**src/rtl/nes_pad_reader_if.sv**
```systemverilog
// Signal bundle between an NES pad reader and its host/pad side.
// The reader takes the slave view; the host and pad take the master view.
interface nes_pad_reader_if;
   logic       poll;
   logic       data_in;
   logic       latch_out;
   logic       clk_out;
   logic [7:0] controller_data;
   logic [7:0] pressed;
   logic       data_valid;
   logic       busy;

   modport master (
      output poll,
      output data_in,
      input  latch_out,
      input  clk_out,
      input  controller_data,
      input  pressed,
      input  data_valid,
      input  busy
   );

   modport slave (
      input  poll,
      input  data_in,
      output latch_out,
      output clk_out,
      output controller_data,
      output pressed,
      output data_valid,
      output busy
   );
endinterface

```
**src/rtl/nes_pad_reader.sv**
```systemverilog
// NES controller serial reader: latch strobe, 8 bit-times on the shift clock,
// then publishes the button byte plus a newly-pressed mask for one DONE cycle.
module nes_pad_reader #(
   parameter int LATCH_CYC = 300,
   parameter int HALF_CYC  = 150
) (
   input logic             clk_25mhz,
   input logic             rst,
   nes_pad_reader_if.slave pad
);
   localparam int MAX_CYC = (LATCH_CYC > HALF_CYC) ? LATCH_CYC : HALF_CYC;
   localparam int CNT_W   = $clog2(MAX_CYC) + 1;
   localparam logic [CNT_W-1:0] LATCH_LAST = CNT_W'(LATCH_CYC - 1);
   localparam logic [CNT_W-1:0] HALF_LAST  = CNT_W'(HALF_CYC - 1);

   typedef enum logic [2:0] {IDLE, LATCH, LOW, HIGH, DONE} state_t;

   state_t           state_reg, state_next;
   logic [CNT_W-1:0] cnt_reg, cnt_next;
   logic [2:0]       idx_reg, idx_next;
   logic [7:0]       shift_reg, shift_next;
   logic [7:0]       data_reg, data_next;
   logic [7:0]       pressed_reg, pressed_next;
   logic             sync1_reg, sync2_reg;
   logic             latch_reg, clk_reg, valid_reg;
   logic             capture;
   logic             commit;

   // Synchronizer idles high so reset reads as "no button pressed".
   always_ff @(posedge clk_25mhz or negedge rst) begin
      if (!rst) begin
         sync1_reg <= 1'b1;
         sync2_reg <= 1'b1;
      end else begin
         sync1_reg <= pad.data_in;
         sync2_reg <= sync1_reg;
      end
   end

   always_comb begin
      state_next = state_reg;
      cnt_next   = cnt_reg;
      idx_next   = idx_reg;
      capture    = 1'b0;
      case (state_reg)
         IDLE: begin
            if (pad.poll) begin
               state_next = LATCH;
               cnt_next   = '0;
               idx_next   = '0;
            end
         end
         LATCH: begin
            if (cnt_reg == LATCH_LAST) begin
               state_next = LOW;
               cnt_next   = '0;
            end else begin
               cnt_next = cnt_reg + 1'b1;
            end
         end
         LOW: begin
            if (cnt_reg == HALF_LAST) begin
               capture  = 1'b1;
               cnt_next = '0;
               if (idx_reg == 3'd7) begin
                  state_next = DONE;
               end else begin
                  idx_next   = idx_reg + 3'd1;
                  state_next = HIGH;
               end
            end else begin
               cnt_next = cnt_reg + 1'b1;
            end
         end
         HIGH: begin
            if (cnt_reg == HALF_LAST) begin
               state_next = LOW;
               cnt_next   = '0;
            end else begin
               cnt_next = cnt_reg + 1'b1;
            end
         end
         DONE:    state_next = IDLE;
         default: state_next = IDLE;
      endcase
   end

   // Each bit samples the inverted pad line at the end of its own LOW phase.
   generate
      for (genvar gi = 0; gi < 8; gi++) begin : g_shift
         assign shift_next[gi] = (capture && (idx_reg == 3'(gi))) ? ~sync2_reg
                                                                  : shift_reg[gi];
      end
   endgenerate

   // Results are loaded on entry to DONE so they are already valid while data_valid is high.
   assign commit       = capture && (idx_reg == 3'd7);
   assign data_next    = commit ? shift_next : data_reg;
   assign pressed_next = commit ? (shift_next & ~data_reg) : pressed_reg;

   always_ff @(posedge clk_25mhz or negedge rst) begin
      if (!rst) begin
         state_reg   <= IDLE;
         cnt_reg     <= '0;
         idx_reg     <= '0;
         shift_reg   <= '0;
         data_reg    <= '0;
         pressed_reg <= '0;
         latch_reg   <= 1'b0;
         clk_reg     <= 1'b0;
         valid_reg   <= 1'b0;
      end else begin
         state_reg   <= state_next;
         cnt_reg     <= cnt_next;
         idx_reg     <= idx_next;
         shift_reg   <= shift_next;
         data_reg    <= data_next;
         pressed_reg <= pressed_next;
         latch_reg   <= (state_next == LATCH);
         clk_reg     <= (state_next == HIGH);
         valid_reg   <= (state_next == DONE);
      end
   end

   assign pad.latch_out       = latch_reg;
   assign pad.clk_out         = clk_reg;
   assign pad.controller_data = data_reg;
   assign pad.pressed         = pressed_reg;
   assign pad.data_valid      = valid_reg;
   assign pad.busy            = (state_reg != IDLE);
endmodule

```
**src/flat_wrapper.sv**
```systemverilog
// flat-port wrapper written by rule: the top's interface ports become plain ports
module nes_pad_reader_flat 
#(
   parameter int LATCH_CYC = 300,
   parameter int HALF_CYC  = 150
)
  (clk_25mhz, rst, pad_poll, pad_data_in, pad_latch_out, pad_clk_out, pad_controller_data, pad_pressed, pad_data_valid, pad_busy);
  nes_pad_reader_if pad_i ();
  input logic clk_25mhz;
  input logic rst;
  input wire logic [$bits(pad_i.poll)-1:0] pad_poll;
  input wire logic [$bits(pad_i.data_in)-1:0] pad_data_in;
  output wire logic [$bits(pad_i.latch_out)-1:0] pad_latch_out;
  output wire logic [$bits(pad_i.clk_out)-1:0] pad_clk_out;
  output wire logic [$bits(pad_i.controller_data)-1:0] pad_controller_data;
  output wire logic [$bits(pad_i.pressed)-1:0] pad_pressed;
  output wire logic [$bits(pad_i.data_valid)-1:0] pad_data_valid;
  output wire logic [$bits(pad_i.busy)-1:0] pad_busy;
  assign pad_i.poll = pad_poll;
  assign pad_i.data_in = pad_data_in;
  assign pad_latch_out = pad_i.latch_out;
  assign pad_clk_out = pad_i.clk_out;
  assign pad_controller_data = pad_i.controller_data;
  assign pad_pressed = pad_i.pressed;
  assign pad_data_valid = pad_i.data_valid;
  assign pad_busy = pad_i.busy;
  nes_pad_reader #(.LATCH_CYC(LATCH_CYC), .HALF_CYC(HALF_CYC)) u_core (.clk_25mhz(clk_25mhz), .rst(rst), .pad(pad_i));
endmodule
```
**config.mk**
```make
export PLATFORM = sky130hd
export DESIGN_NAME = nes_pad_reader_flat
export DESIGN_NICKNAME = d
export VERILOG_FILES = /design/src/rtl/nes_pad_reader_if.sv /design/src/rtl/nes_pad_reader.sv /design/src/flat_wrapper.sv
export SDC_FILE = /design/constraint.sdc
export NUM_CORES = 1
export LEC_CHECK = 0
export ABC_AREA = 1
export BUFFER_PORTS_ARGS = -buffer_cell sky130_fd_sc_hd__buf_4
export CORE_MARGIN = 8
export CORE_UTILIZATION = 40
export DETAILED_ROUTE_END_ITERATION = 8
export PLACE_DENSITY = 0.65
export SLEW_MARGIN = 20
export SYNTH_ARGS = -nofsm -noshare
export SYNTH_HDL_FRONTEND = slang
export SYNTH_SLANG_ARGS = --single-unit
```
**constraint.sdc**
```tcl
create_clock -name clk_25mhz -period 2.03 [get_ports clk_25mhz]
set_input_delay 0.203 -clock clk_25mhz [delete_from_list [all_inputs] [get_ports clk_25mhz]]
set_output_delay 0.203 -clock clk_25mhz [all_outputs]
set_load 0.02 [all_outputs]
```
==> Flow_metrics.wiki, run 1 <==
{| class="wikitable"
! Metric !! Value
|-
| Slew at the pin closest to its max-slew limit || 0.541 ns
|-
| Leading cell type in the layout, fill and taps excluded || nand2_1
|-
| Count of final setup violators || 0
|-
| Die X || 90.7 um
|-
| Worst hold path class || in2reg
|-
| Max Clk Rate || 0.581 GHz
|-
| Top cell family by delay on the critical path || simple AND/OR/NAND/NOR gates
|-
| Synthesis-to-finish area growth || 16.0%
|-
| Count of inserted antenna diode cells || 0
|-
| Worst slew margin relative to its limit || 64.0%
|-
| Synth area leaders || dfrtp_1, nand2_1, nand3_1
|-
| Utilization after layout || 47.6%
|-
| Gate Count Post-Synth || about 260
|-
| Final hold violations || 0
|-
| Share of synthesized area occupied by flip-flops and latches || 49.5%
|-
| Post-detailed-route DRC marker count || 0
|-
| Number of maximum-capacitance constraint violations || 0
|-
| Post-synthesis average cell area || 8.48 um2
|-
| Largest net degree at the start of global routing || 45
|-
| Depth of the CTS H-tree || 2
|-
| Floorplan die area || 8220 um2
|-
| ANT nets after route || 0
|-
| Setup slack after layout || 0.308 ns
|-
| Count of buffer and inverter cells on the critical path || 2
|-
| Total gr overflow || 0
|-
| Sum of net half-perimeters after detailed placement || 3330 um
|-
| Run status || finished, final reports clean
|-
| Number of library cell types mapped by synthesis || 24
|-
| Root buffer cell || clkbuf_8
|-
| Clock tree from TritonCTS || yes
|-
| Global-route usage over all layers || 11.1%
|-
| Top cell type's share of synthesized area || a little under half
|-
| Clock insertion delay at the later pin of the skew report || approximately 0.30 ns
|-
| Row cnt || 27
|-
| Period utilisation layout || between 80% and 90%
|-
| Power density relative to cell area || 616 nW/um2
|-
| Critical-path cell list || nor2_4 > inv_2 > nor2_8 > nand2_4 > nor2_8 > inv_2 > nand2_1 > nand2_1
|-
| Starting Density || 41.0%
|-
| Max reg flops || 10
|-
| Port Buf Inserts || 23
|-
| Data required time at the worst endpoint || 2.23 ns
|-
| Number of warning messages in the yosys log || 0
|-
| Routed WL || 4270 um
|-
| Tmin final || about 1.7 ns
|-
| Global placer's final weighted congestion || 0.836
|-
| Kind of critical path || reg2reg
|-
| Post-CTS Resized || 0
|-
| Buffer levels on the longest clock path || 2
|-
| Via Count || 1727
|-
| Highest ir drop seen on vdd || 0.433 mV
|-
| Total setup buffers inserted after CTS || 0
|-
| WL/cell || 11.7 um
|-
| Register bit total from synthesis || 44
|-
| Clock buffers created by TritonCTS || 5
|-
| Post-Route Setup TNS || 0 ns
|-
| Setup repair after global routing missed its margin || no
|-
| Setup slack at placement || 0.290 ns
|-
| Launching element type of the critical path || flip-flop
|-
| Clock transition at path regs || 0.10 ns
|-
| Worst path max stage delay || 0.44 ns
|-
| Number of vias per cell || between 4 and 5
|-
| Total Nets Final || 303
|-
| Worst EP arrival || 1.92 ns
|-
| Number of iterations in the first detailed-routing pass || 4
|-
| Clock Skews || 0.0123 ns
|-
| Type of destination of the critical path || flip-flop
|-
| Nets in the synthesized netlist || 275
|-
| Slew Limit Fails || 0
|-
| Largest area contributor in the synthesized netlist || dfrtp_1
|-
| Sink Count || 44
|-
| Share of layout cells above drive strength 1 || between 10% and 20%
|-
| Detailed router's first-iteration violation count || 49
|-
| Post-Synthesis Cell Area || roughly 2200 um2
|-
| Largest fanout on the critical path || 24
|-
| Die extent in y || 90.7 um
|-
| Most frequent cells in the layout || nand2_1, dfrtp_1, inv_1, nand3_1, buf_4
|-
| Cell with the largest stage delay on the worst path || dfrtp_1
|-
| Leakage component of the power || 1.42 nW
|-
| Wire length of the first global-routing pass || 7690 um
|-
| Antenna violations before repair || 0
|-
| Top-level I/O count || 24
|-
| Post-cts hold buffer count || 1
|-
| Via count of the first global-routing pass || 1789
|-
| Placeable Area || between 5000 and 6000 um2
|}
-- logic make-up (layout without fill, tap and decap cells) --
group / after synthesis / after routing / share of synthesized area [%]
DFF: 44 / 44 / 49.5
buffers and inverters: 43 / 72 / 8.59
AOI/OAI and AO/OA: 18 / 18 / 4.32
and+or+nand+nor: 146 / 146 / 31.5
adders and majority gates: 8 / 8 / 4.49
xor gates and xnor gates: 4 / 4 / 1.57
-- tightest hold or removal path, cell delays in order --
cell	delay, ns
buf_4	0.11
nand4_1	0.16
nand2_1	0.08
-- power breakdown --
| group | switching, W | leakage (nW) | internal, W | total (W) |
|---|---|---|---|---|
| combinational | 0.0000192 | 0.806 | 0.00000637 | 0.0000256 |
| sequential | 0.000000459 | 0.558 | 0.000879 | 0.000880 |
| clock | 0.000316 | 0.0548 | 0.000371 | 0.000687 |
-- cell usage after synthesis --
cell type / n
nand2_1: 74
dfrtp_1: 42
inv_1: 32
nand3_1: 32
nor2_1: 18
nand4_1: 11
o21ai_0: 9
ha_1: 8
inv_2: 6
o21ai_1: 6
buf_6: 4
xor2_1: 4
dfstp_2: 2
nand2_4: 2
nor2_2: 2
nor2_4: 2
nor2_8: 2
a31oi_1: 1
clkbuf_1: 1
nor3_1: 1
nor3_2: 1
nor3_4: 1
o211ai_1: 1
o21bai_1: 1
-- area by class of cell --
type	instances	area [um2]
Tap cell	72	90.1
Timing Repair Buffer	26	200
Inverter	38	143
Clock buffer	5	68.8
Clock inverter	3	46.3
Fill cell	522	2850
Sequential cell	44	1100
Multi-Input combinational cell	176	935
-- metal layers --
metal / wire [um] / GRT usage [%]
met2: 2180 / 20.3
met1: 1870 / 12.4
met5: 0 / 0
met4: 42 / 2.91
met3: 166 / 2.83
-- stage by stage --
| step | instance area, um2 | hold slack, ns | std cells | power [W] |
|---|---|---|---|---|
| 2_1_floorplan | 2230 | -0.0926 | 263 | 0.000899 |
| 3_3_place_gp | 2450 | 0.230 | 354 | 0.000921 |
| 3_5_place_dp | 2450 | 0.235 | 354 | 0.000922 |
| 4_1_cts | 2580 | 0.00260 | 363 | 0.00162 |
| 5_1_grt | 2590 | 0.308 | 364 | 0.00166 |
| 6_report | 2590 | 0.297 | 364 | 0.00159 |
-- path summary, 6_finish.rpt --
| check | start | endpoint | slack [ns] | depth (start not counted) |
|---|---|---|---|---|
| worst max-delay path | u_core.state_reg[2] | u_core.pad.pressed[1] | 0.31 | 8 |
| worst min-delay path | pad_poll | u_core.pad.latch_out | 0.30 | 3 |
| worst max register to register | u_core.state_reg[2] | u_core.pad.pressed[1] | 0.31 | 8 |
| worst min register to register | u_core.sync1_reg | u_core.sync2_reg | 0.36 | 0 |
| max in group asynchronous | rst | u_core.sync1_reg | 1.22 | 2 |
| min in group asynchronous | rst | u_core.cnt_reg[6] | 0.42 | 2 |
Power figures use the tool's default switching activity.
==> run 2, diff against run 1 <==
--- a/config.mk
+++ b/config.mk
@@ -5,7 +5,7 @@
 export SDC_FILE = /design/constraint.sdc
 export NUM_CORES = 1
 export LEC_CHECK = 0
-export ABC_AREA = 1
+export ABC_AREA = 0
 export BUFFER_PORTS_ARGS = -buffer_cell sky130_fd_sc_hd__buf_4
 export CORE_MARGIN = 8
 export CORE_UTILIZATION = 40
==> constraint.sdc (replaced) <==
create_clock -name clk_25mhz -period 1.8 [get_ports clk_25mhz]
set_input_delay 0.18 -clock clk_25mhz [delete_from_list [all_inputs] [get_ports clk_25mhz]]
set_output_delay 0.18 -clock clk_25mhz [all_outputs]
set_load 0.02 [all_outputs]
==> run 2 against run 1 <==
Against the previous run: non-clock buffer count up 24; clock skew shrank 0.0043 ns; sequential share of layout area decreased by 6.2 points; maximum frequency fell by 3.4%; die area rose by 4.8%; critical path depth is 1 lower; combinational power increased to 32 times the previous value; cell count shrank 7.4%; core utilization grew 4.6 points; area after synthesis increased by 5.9%; critical endpoint is now u_core.pad.controller_data[2]; largest power group unchanged.
==> Flow_metrics.wiki, run 2 <==
{| class="wikitable"
! Metric !! Value
|-
| Post-synth top flop || dfrtp_1 (unchanged)
|-
| Number of maximum-capacitance constraint violations || 0 (unchanged)
|-
| Share of layout cells above drive strength 1 || 38.9% (was 17.1%)
|-
| Largest area contributor in the synthesized netlist || dfrtp_1 (unchanged)
|-
| Number of library cell types mapped by synthesis || 47 (was 24)
|-
| Depth of the CTS H-tree || 2 (unchanged)
|-
| Footprint of the multi-input gates || 1270 um2 (was 935 um2)
|-
| Capturing instance or port of the critical path || u_core.pad.controller_data[2] (was u_core.pad.pressed[1])
|-
| Post-synthesis average cell area || 11.1 um2 (was 8.48 um2)
|-
| Number of vias per cell || 5.45 (was 4.74)
|-
| Clock tree from TritonCTS || yes (unchanged)
|-
| Starting Density || 40.6% (was 41.0%)
|-
| Total gr overflow || 0 (unchanged)
|-
| Synthesis-to-finish area growth || 28.5% (was 16.0%)
|-
| Most used standard cells in the synthesized netlist || dfrtp_1, nand2_1, nor3_1 (was nand2_1, dfrtp_1, inv_1, nand3_1, nor2_1)
|-
| Share of synthesized area occupied by flip-flops and latches || 46.7% (was 49.5%)
|-
| ANT nets after route || 0 (unchanged)
|-
| Slew Limit Fails || 0 (unchanged)
|-
| WL/cell || 16.4 um (was 11.7 um)
|-
| Top cell type's share of synthesized area || 44.5% (was 47.1%)
|-
| Area fraction in and, or, nand and nor cells after synthesis || 22.2% (was 31.5%)
|-
| Global-route usage over all layers || 12.7% (was 11.1%)
|-
| Clock Skews || 0.00806 ns (was 0.0123 ns)
|-
| Main combinational cell family by area after synthesis || simple AND/OR/NAND/NOR gates (unchanged)
|-
| Nets in the synthesized netlist || 225 (was 275)
|-
| Run status || finished, final reports clean (unchanged)
|-
| Xor/xnor cell area share of the yosys netlist || 0% (was 1.57%)
|-
| Post-synthesis compound-gate area fraction || 9.54% (was 4.32%)
|-
| Floorplan die area || 8620 um2 (was 8220 um2)
|-
| Most used standard cell by instance count after synthesis || dfrtp_1 (was nand2_1)
|-
| Final hold slack || 0.200 ns (was 0.297 ns)
|-
| Global placer's final weighted congestion || 0.845 (was 0.836)
|-
| Count of buffer and inverter cells on the critical path || 2 (unchanged)
|-
| Detailed router's first-iteration violation count || 153 (was 49)
|-
| Setup repair after global routing missed its margin || yes (was no)
|-
| Power density relative to cell area || 926 nW/um2 (was 616 nW/um2)
|-
| Setup slack after layout || 0.0166 ns (was 0.308 ns)
|-
| Number of warning messages in the yosys log || 0 (unchanged)
|-
| Sink Count || 44 (unchanged)
|-
| Highest ir drop seen on vdd || 0.624 mV (was 0.433 mV)
|-
| Startpoint of the most critical setup path || u_core.cnt_reg[1] (was u_core.state_reg[2])
|-
| Largest fanout on the critical path || 4 (was 24)
|-
| Leakage component of the power || 1.36 nW (was 1.42 nW)
|-
| Placeable Area || 5820 um2 (was 5440 um2)
|-
| Worst path max stage delay || 0.40 ns (was 0.44 ns)
|-
| Number of iterations in the first detailed-routing pass || 4 (unchanged)
|-
| Clock buffers created by TritonCTS || 5 (unchanged)
|-
| Multiplexer area fraction after synthesis || 12.0% (was 0%)
|-
| Tmin final || 1.78 ns (was 1.72 ns)
|-
| Port Buf Inserts || 23 (unchanged)
|-
| Adder and majority gate portion of the synthesized area || 4.24% (was 4.49%)
|-
| Clock transition at path regs || 0.09 ns (was 0.10 ns)
|-
| Max Clk Rate || 0.561 GHz (was 0.581 GHz)
|-
| Row cnt || 28 (was 27)
|-
| Number of enable-type register cells in the synthesized netlist || 0 (unchanged)
|-
| Combined flip-flop and latch cell area || 1110 um2 (was 1100 um2)
|-
| Total Nets Final || 273 (was 303)
|-
| Buffer levels on the longest clock path || 2 (unchanged)
|-
| Largest net degree at the start of global routing || 45 (unchanged)
|-
| Routed WL || 5510 um (was 4270 um)
|-
| R2r worst-path depth || 7 (was 8)
|-
| Count of inserted antenna diode cells || 0 (unchanged)
|-
| Slew at the pin closest to its max-slew limit || 0.555 ns (was 0.541 ns)
|-
| Wire length of the first global-routing pass || 8760 um (was 7690 um)
|-
| R2r startpoint || u_core.cnt_reg[1] (was u_core.state_reg[2])
|-
| Die extent in y || 92.8 um (was 90.7 um)
|-
| Reg2reg end || u_core.pad.controller_data[2] (was u_core.pad.pressed[1])
|-
| Type of destination of the critical path || flip-flop (unchanged)
|-
| Launching element type of the critical path || flip-flop (unchanged)
|-
| Setup slack at placement || -0.113 ns (was 0.290 ns)
|-
| Post-Route Setup TNS || 0 ns (unchanged)
|-
| Top cell family by delay on the critical path || simple AND/OR/NAND/NOR gates (unchanged)
|-
| Die X || 92.8 um (was 90.7 um)
|-
| Kind of critical path || reg2reg (unchanged)
|-
| Root buffer cell || clkbuf_8 (unchanged)
|-
| Final hold violations || 0 (unchanged)
|-
| Leading cell type in the layout, fill and taps excluded || buf_4 (was nand2_1)
|-
| Clock insertion delay at the later pin of the skew report || 0.30 ns (about the same)
|-
| Cell with the largest stage delay on the worst path || dfrtp_1 (unchanged)
|-
| Fill cell count || 554 (was 522)
|-
| Post-Synthesis Cell Area || 2360 um2 (was 2230 um2)
|-
| Gate Count Post-Synth || 213 (was 263)
|-
| Register bit total from synthesis || 44 (unchanged)
|-
| Max reg flops || 10 (unchanged)
|-
| Count of final setup violators || 0 (unchanged)
|-
| Worst path depth || 7 (was 8)
|-
| Top-level I/O count || 24 (unchanged)
|-
| Via count of the first global-routing pass || 1795 (was 1789)
|-
| Antenna violations before repair || 0 (unchanged)
|-
| Via Count || 1835 (was 1727)
|-
| Most frequent cells in the layout || buf_4, dfrtp_1, nand2_1 (was nand2_1, dfrtp_1, inv_1, nand3_1, buf_4)
|-
| Period utilisation layout || 99.1% (was 84.8%)
|-
| Synth area leaders || dfrtp_1, mux2_4, ha_1 (was dfrtp_1, nand2_1, nand3_1)
|-
| Sum of net half-perimeters after detailed placement || 3650 um (was 3330 um)
|-
| Register-to-register setup slack || 0.02 ns (was 0.31 ns)
|-
| Worst EP arrival || 1.98 ns (was 1.92 ns)
|-
| Critical-path cell list || inv_1 > ha_2 > nor4b_4 > and3_4 > nand3_4 > clkinv_2 > mux2_4 (was nor2_4 > inv_2 > nor2_8 > nand2_4 > nor2_8 > inv_2 > nand2_1 > nand2_1)
|-
| Worst slew margin relative to its limit || 63.0% (was 64.0%)
|-
| Worst hold path class || in2reg (unchanged)
|-
| Data required time at the worst endpoint || 1.99 ns (was 2.23 ns)
|-
| Post-synthesis async set-or-reset flop share || 100% (unchanged)
|-
| Post-detailed-route DRC marker count || 0 (unchanged)
|}
==> run 2: changes by cell type after synthesis, sizes merged, moves of 7 or more <==
cell	before	now
nor3	3	17
nand3	32	4
mux2i	0	7
o21ai	15	8
nor2	24	13
mux2	0	15
nand2	76	18
inv	38	10
==> run 2: logic make-up (layout without fill, tap and decap cells) <==
logic type	Yosys count	after routing
AND/OR/NAND/NOR	86	86
flip-flops	44	44
AO/OA/AOI/OAI	31	31
multiplexers	22	22
buffers and inverters	22	71
adder cells (fa/ha/maj)	8	8
==> run 2: report_power, final <==
part	internal (W)	leakage (nW)	switching (W)
clock	0.000418	0.0548	0.000367
combinational	0.000415	0.732	0.000411
sequential	0.00109	0.571	0.000111
total	0.00192	1.36	0.000889
==> run 2: metrics by stage <==
| stage | area [um2] | total power (W) | utilization (%) | instances |
|---|---|---|---|---|
| final | 3030 | 0.00281 | 52.2 | 337 |
| after global routing | 3030 | 0.00298 | 52.2 | 337 |
| after CTS | 2900 | 0.00280 | 49.8 | 334 |
| after detailed placement | 2710 | 0.00199 | 46.6 | 322 |
| after global placement | 2710 | 0.00198 | 46.6 | 322 |
| after floorplan | 2360 | 0.00173 | - | 213 |
==> run 2: how the worst min path moves through the flow <==
| stage | startpoint | endpoint | slack [ns] | depth (start not counted) |
|---|---|---|---|---|
| after floorplan | rst | u_core.cnt_reg[0] | -0.12 | 0 |
| after global placement | rst | u_core.cnt_reg[5] | 0.22 | 1 |
| after detailed placement | rst | u_core.cnt_reg[5] | 0.21 | 1 |
| after CTS | pad_poll | u_core.pad.latch_out | 0.20 | 3 |
| after global routing | pad_poll | u_core.idx_reg[2] | 0.22 | 4 |
| final | pad_poll | u_core.idx_reg[1] | 0.20 | 4 |
==> run 2: metal layers <==
metal,vias up,track usage [%],wire (um)
met5,-,0,0
met4,0,6.17,97
met3,10,3.16,302
met2,46,19.1,2590
met1,908,16.5,2530
li1,871,-,-
==> run 2: worst register-to-register path: stages, from the launching register on <==
cell and delay [ns]:
dfrtp_1 0.40, inv_1 0.06, ha_2 0.18, nor4b_4 0.21, and3_4 0.24, nand3_4 0.13, clkinv_2 0.15, mux2_4 0.30
==> run 2: final cells by class <==
| class | count | share of cell area [%] |
|---|---|---|
| clock buffer | 5 | 2.27 |
| clock inverter | 3 | 1.53 |
| inverter | 12 | 1.86 |
| multi-input combinational | 147 | 41.8 |
| sequential | 44 | 36.5 |
| tap | 75 | 3.09 |
| timing repair buffer | 50 | 12.8 |
| timing repair inverter | 1 | 0.165 |
==> run 2: repair_timing <==
action,CTS,global route
buffers inserted,2,2
endpoints found under the hold margin,43,0
pin swaps,5,9
gates resized for setup,7,27
gates cloned,0,1
hold buffers,2,0
endpoints found under the setup margin,8,23
==> run 3, diff against run 2 <==
--- a/config.mk
+++ b/config.mk
@@ -5,12 +5,12 @@
 export SDC_FILE = /design/constraint.sdc
 export NUM_CORES = 1
 export LEC_CHECK = 0
-export ABC_AREA = 0
-export BUFFER_PORTS_ARGS = -buffer_cell sky130_fd_sc_hd__buf_4
+export ABC_AREA = 1
 export CORE_MARGIN = 8
 export CORE_UTILIZATION = 40
 export DETAILED_ROUTE_END_ITERATION = 8
-export PLACE_DENSITY = 0.65
+export DONT_BUFFER_PORTS = 1
+export PLACE_DENSITY = 0.61
 export SLEW_MARGIN = 20
 export SYNTH_ARGS = -nofsm -noshare
 export SYNTH_HDL_FRONTEND = slang
==> run 3 against run 2 <==
Against the previous run: sequential power shrank 17%; non-clock buffer count shrank 38; setup slack gained 0.13 ns; clock skew shrank 0.00088 ns; total power shrank 40%; register-to-register slack gained 0.13 ns; flip-flop and latch count is the same; cell count grew 3.6%; combinational power shrank 96%; largest power group unchanged; count of clock-buffer cells in the layout grew 2.
==> Flow_metrics.wiki, run 3 (same netlist as run 1, synthesis figures left out) <==
{| class="wikitable"
! Metric !! Value
|-
| Most frequent cells in the layout || nand2_1, dfrtp_1, inv_1, nand3_1, nor2_1 (was buf_4, dfrtp_1, nand2_1)
|-
| Via Count || 1660 (was 1835)
|-
| Buffer levels on the longest clock path || 2 (unchanged)
|-
| Setup repair after global routing missed its margin || yes (unchanged)
|-
| Post-detailed-route DRC marker count || 0 (unchanged)
|-
| Startpoint of the most critical setup path || u_core.cnt_reg[1] (unchanged)
|-
| Count of inserted antenna diode cells || 0 (unchanged)
|-
| Worst EP arrival || 1.83 ns (was 1.98 ns)
|-
| Global-route usage over all layers || 11.4% (was 12.7%)
|-
| Top-level I/O count || 24 (unchanged)
|-
| Routed WL || 4270 um (was 5510 um)
|-
| Depth of the CTS H-tree || 2 (unchanged)
|-
| Number of maximum-capacitance constraint violations || 0 (unchanged)
|-
| Port Buf Inserts || 0 (was 23)
|-
| Worst slew margin relative to its limit || 75.3% (was 63.0%)
|-
| Share of layout cells above drive strength 1 || 14.4% (was 38.9%)
|-
| Starting Density || 41.0% (was 40.6%)
|-
| Root buffer cell || clkbuf_8 (unchanged)
|-
| Detailed router's first-iteration violation count || 90 (was 153)
|-
| PnR Total Power || 0.00169 W (was 0.00281 W)
|-
| Hold path start || pad_poll (unchanged)
|-
| Row cnt || 27 (was 28)
|-
| Sink Count || 44 (unchanged)
|-
| Count of placed standard cells including taps || 334 (was 322)
|-
| Clock insertion delay at the later pin of the skew report || 0.29 ns (was 0.30 ns)
|-
| Fin cells || 349 (was 337)
|-
| Clock buffers created by TritonCTS || 5 (unchanged)
|-
| Total gr overflow || 0 (unchanged)
|-
| Largest fanout on the critical path || 9 (was 4)
|-
| Period utilisation layout || 91.8% (was 99.1%)
|-
| Kind of critical path || reg2reg (unchanged)
|-
| Slew at the pin closest to its max-slew limit || 0.369 ns (was 0.555 ns)
|-
| R2r startpoint || u_core.cnt_reg[1] (unchanged)
|-
| Antenna violations before repair || 0 (unchanged)
|-
| Die extent in y || 90.7 um (was 92.8 um)
|-
| Max reg flops || 10 (unchanged)
|-
| Number of vias per cell || 4.76 (was 5.45)
|-
| Clock Skews || 0.00719 ns (was 0.00806 ns)
|-
| Clock transition at path regs || 0.08 ns (was 0.09 ns)
|-
| Leakage component of the power || 1.34 nW (was 1.36 nW)
|-
| Final hold slack || 0.157 ns (was 0.200 ns)
|-
| Launching element type of the critical path || flip-flop (unchanged)
|-
| Utilization after layout || 46.2% (was 52.2%)
|-
| Data required time at the worst endpoint || 1.98 ns (was 1.99 ns)
|-
| Max Clk Rate || 0.605 GHz (was 0.561 GHz)
|-
| Sum of net half-perimeters after detailed placement || 3110 um (was 3650 um)
|-
| Floorplan die area || 8220 um2 (was 8620 um2)
|-
| Total Nets Final || 289 (was 273)
|-
| WL/cell || 12.2 um (was 16.4 um)
|-
| Tmin final || 1.65 ns (was 1.78 ns)
|-
| Slew Limit Fails || 0 (unchanged)
|-
| Highest ir drop seen on vdd || 0.426 mV (was 0.624 mV)
|-
| Global placer's final weighted congestion || 0.848 (was 0.845)
|-
| Die X || 90.7 um (was 92.8 um)
|-
| Placeable Area || 5440 um2 (was 5820 um2)
|-
| Worst hold path class || in2reg (unchanged)
|-
| Largest net degree at the start of global routing || 45 (unchanged)
|-
| Wire length of the first global-routing pass || 7780 um (was 8760 um)
|-
| Synthesis-to-finish area growth || 12.7% (was 28.5%)
|-
| Final hold violations || 0 (unchanged)
|-
| Leading cell type in the layout, fill and taps excluded || nand2_1 (was buf_4)
|-
| ANT nets after route || 0 (unchanged)
|-
| Clock tree from TritonCTS || yes (unchanged)
|-
| Count of final setup violators || 0 (unchanged)
|-
| Power density relative to cell area || 671 nW/um2 (was 926 nW/um2)
|-
| Type of destination of the critical path || flip-flop (unchanged)
|-
| Number of iterations in the first detailed-routing pass || 4 (unchanged)
|-
| Run status || finished, final reports clean (unchanged)
|-
| Via count of the first global-routing pass || 1638 (was 1795)
|}
run 3: stage by stage:
stage,setup TNS (ns),setup WS [ns],area [um2]
global placement,0,0.122,2310
CTS,0,0.0713,2460
floorplan,0,0.329,2230
global route,-0.00246,-0.00118,2510
finish,0,0.148,2510
detailed placement,0,0.0888,2310
run 3: critical path: stages, from the launching register on:
cell	delay, ns
dfrtp_1	0.40
inv_2	0.08
ha_1	0.15
nand3_1	0.11
nor2_4	0.17
buf_4	0.15
nand2_4	0.06
nor2_8	0.18
inv_2	0.11
nand2_1	0.07
o21ai_1	0.05
run 3: what timing repair did:
item | 4_1_cts | 5_1_grt
gates resized for setup | 0 | 8
setup endpoints to repair | 0 | 19
hold endpoints to repair | 45 | 0
buffers inserted | 0 | 5
hold buffers | 3 | 0
run 3: area by class of cell:
cell class              count  area (um2)
multi-input cells         176         945
fillers                   529        2930
flip-flops and latches     44        1100
repair buffers             12         135
clock buffers               7        96.3
well taps                  72        90.1
inverters                  38         143
run 3: power by group:
group	internal [W]	switching, W
logic	0.00000937	0.0000226
clock network	0.000342	0.000320
registers	0.000991	0.000000524
total	0.00134	0.000343
run 3: per-layer routing:
layer  vias to the layer above  share of wire (%)  routed length (um)  GRT usage (%)
li1                        865                  -                   -              -
met1                       763                 46                1980           13.8
met2                        26                 47                1990           18.1
met3                         6                5.1                 219           3.82
met4                         0                1.9                  81           5.13
met5                         -                  0                   0              0
run 3: worst paths after layout:
path | to | slack (ns) | cells past startpoint
max | u_core.pad.pressed[7] | 0.15 | 10
min | u_core.pad.latch_out | 0.16 | 2
max reg2reg | u_core.pad.pressed[7] | 0.15 | 10
min reg2reg | u_core.sync2_reg | 0.36 | 0
max in group asynchronous | u_core.sync2_reg | 1.15 | 2
min in group asynchronous | u_core.cnt_reg[6] | 0.37 | 2
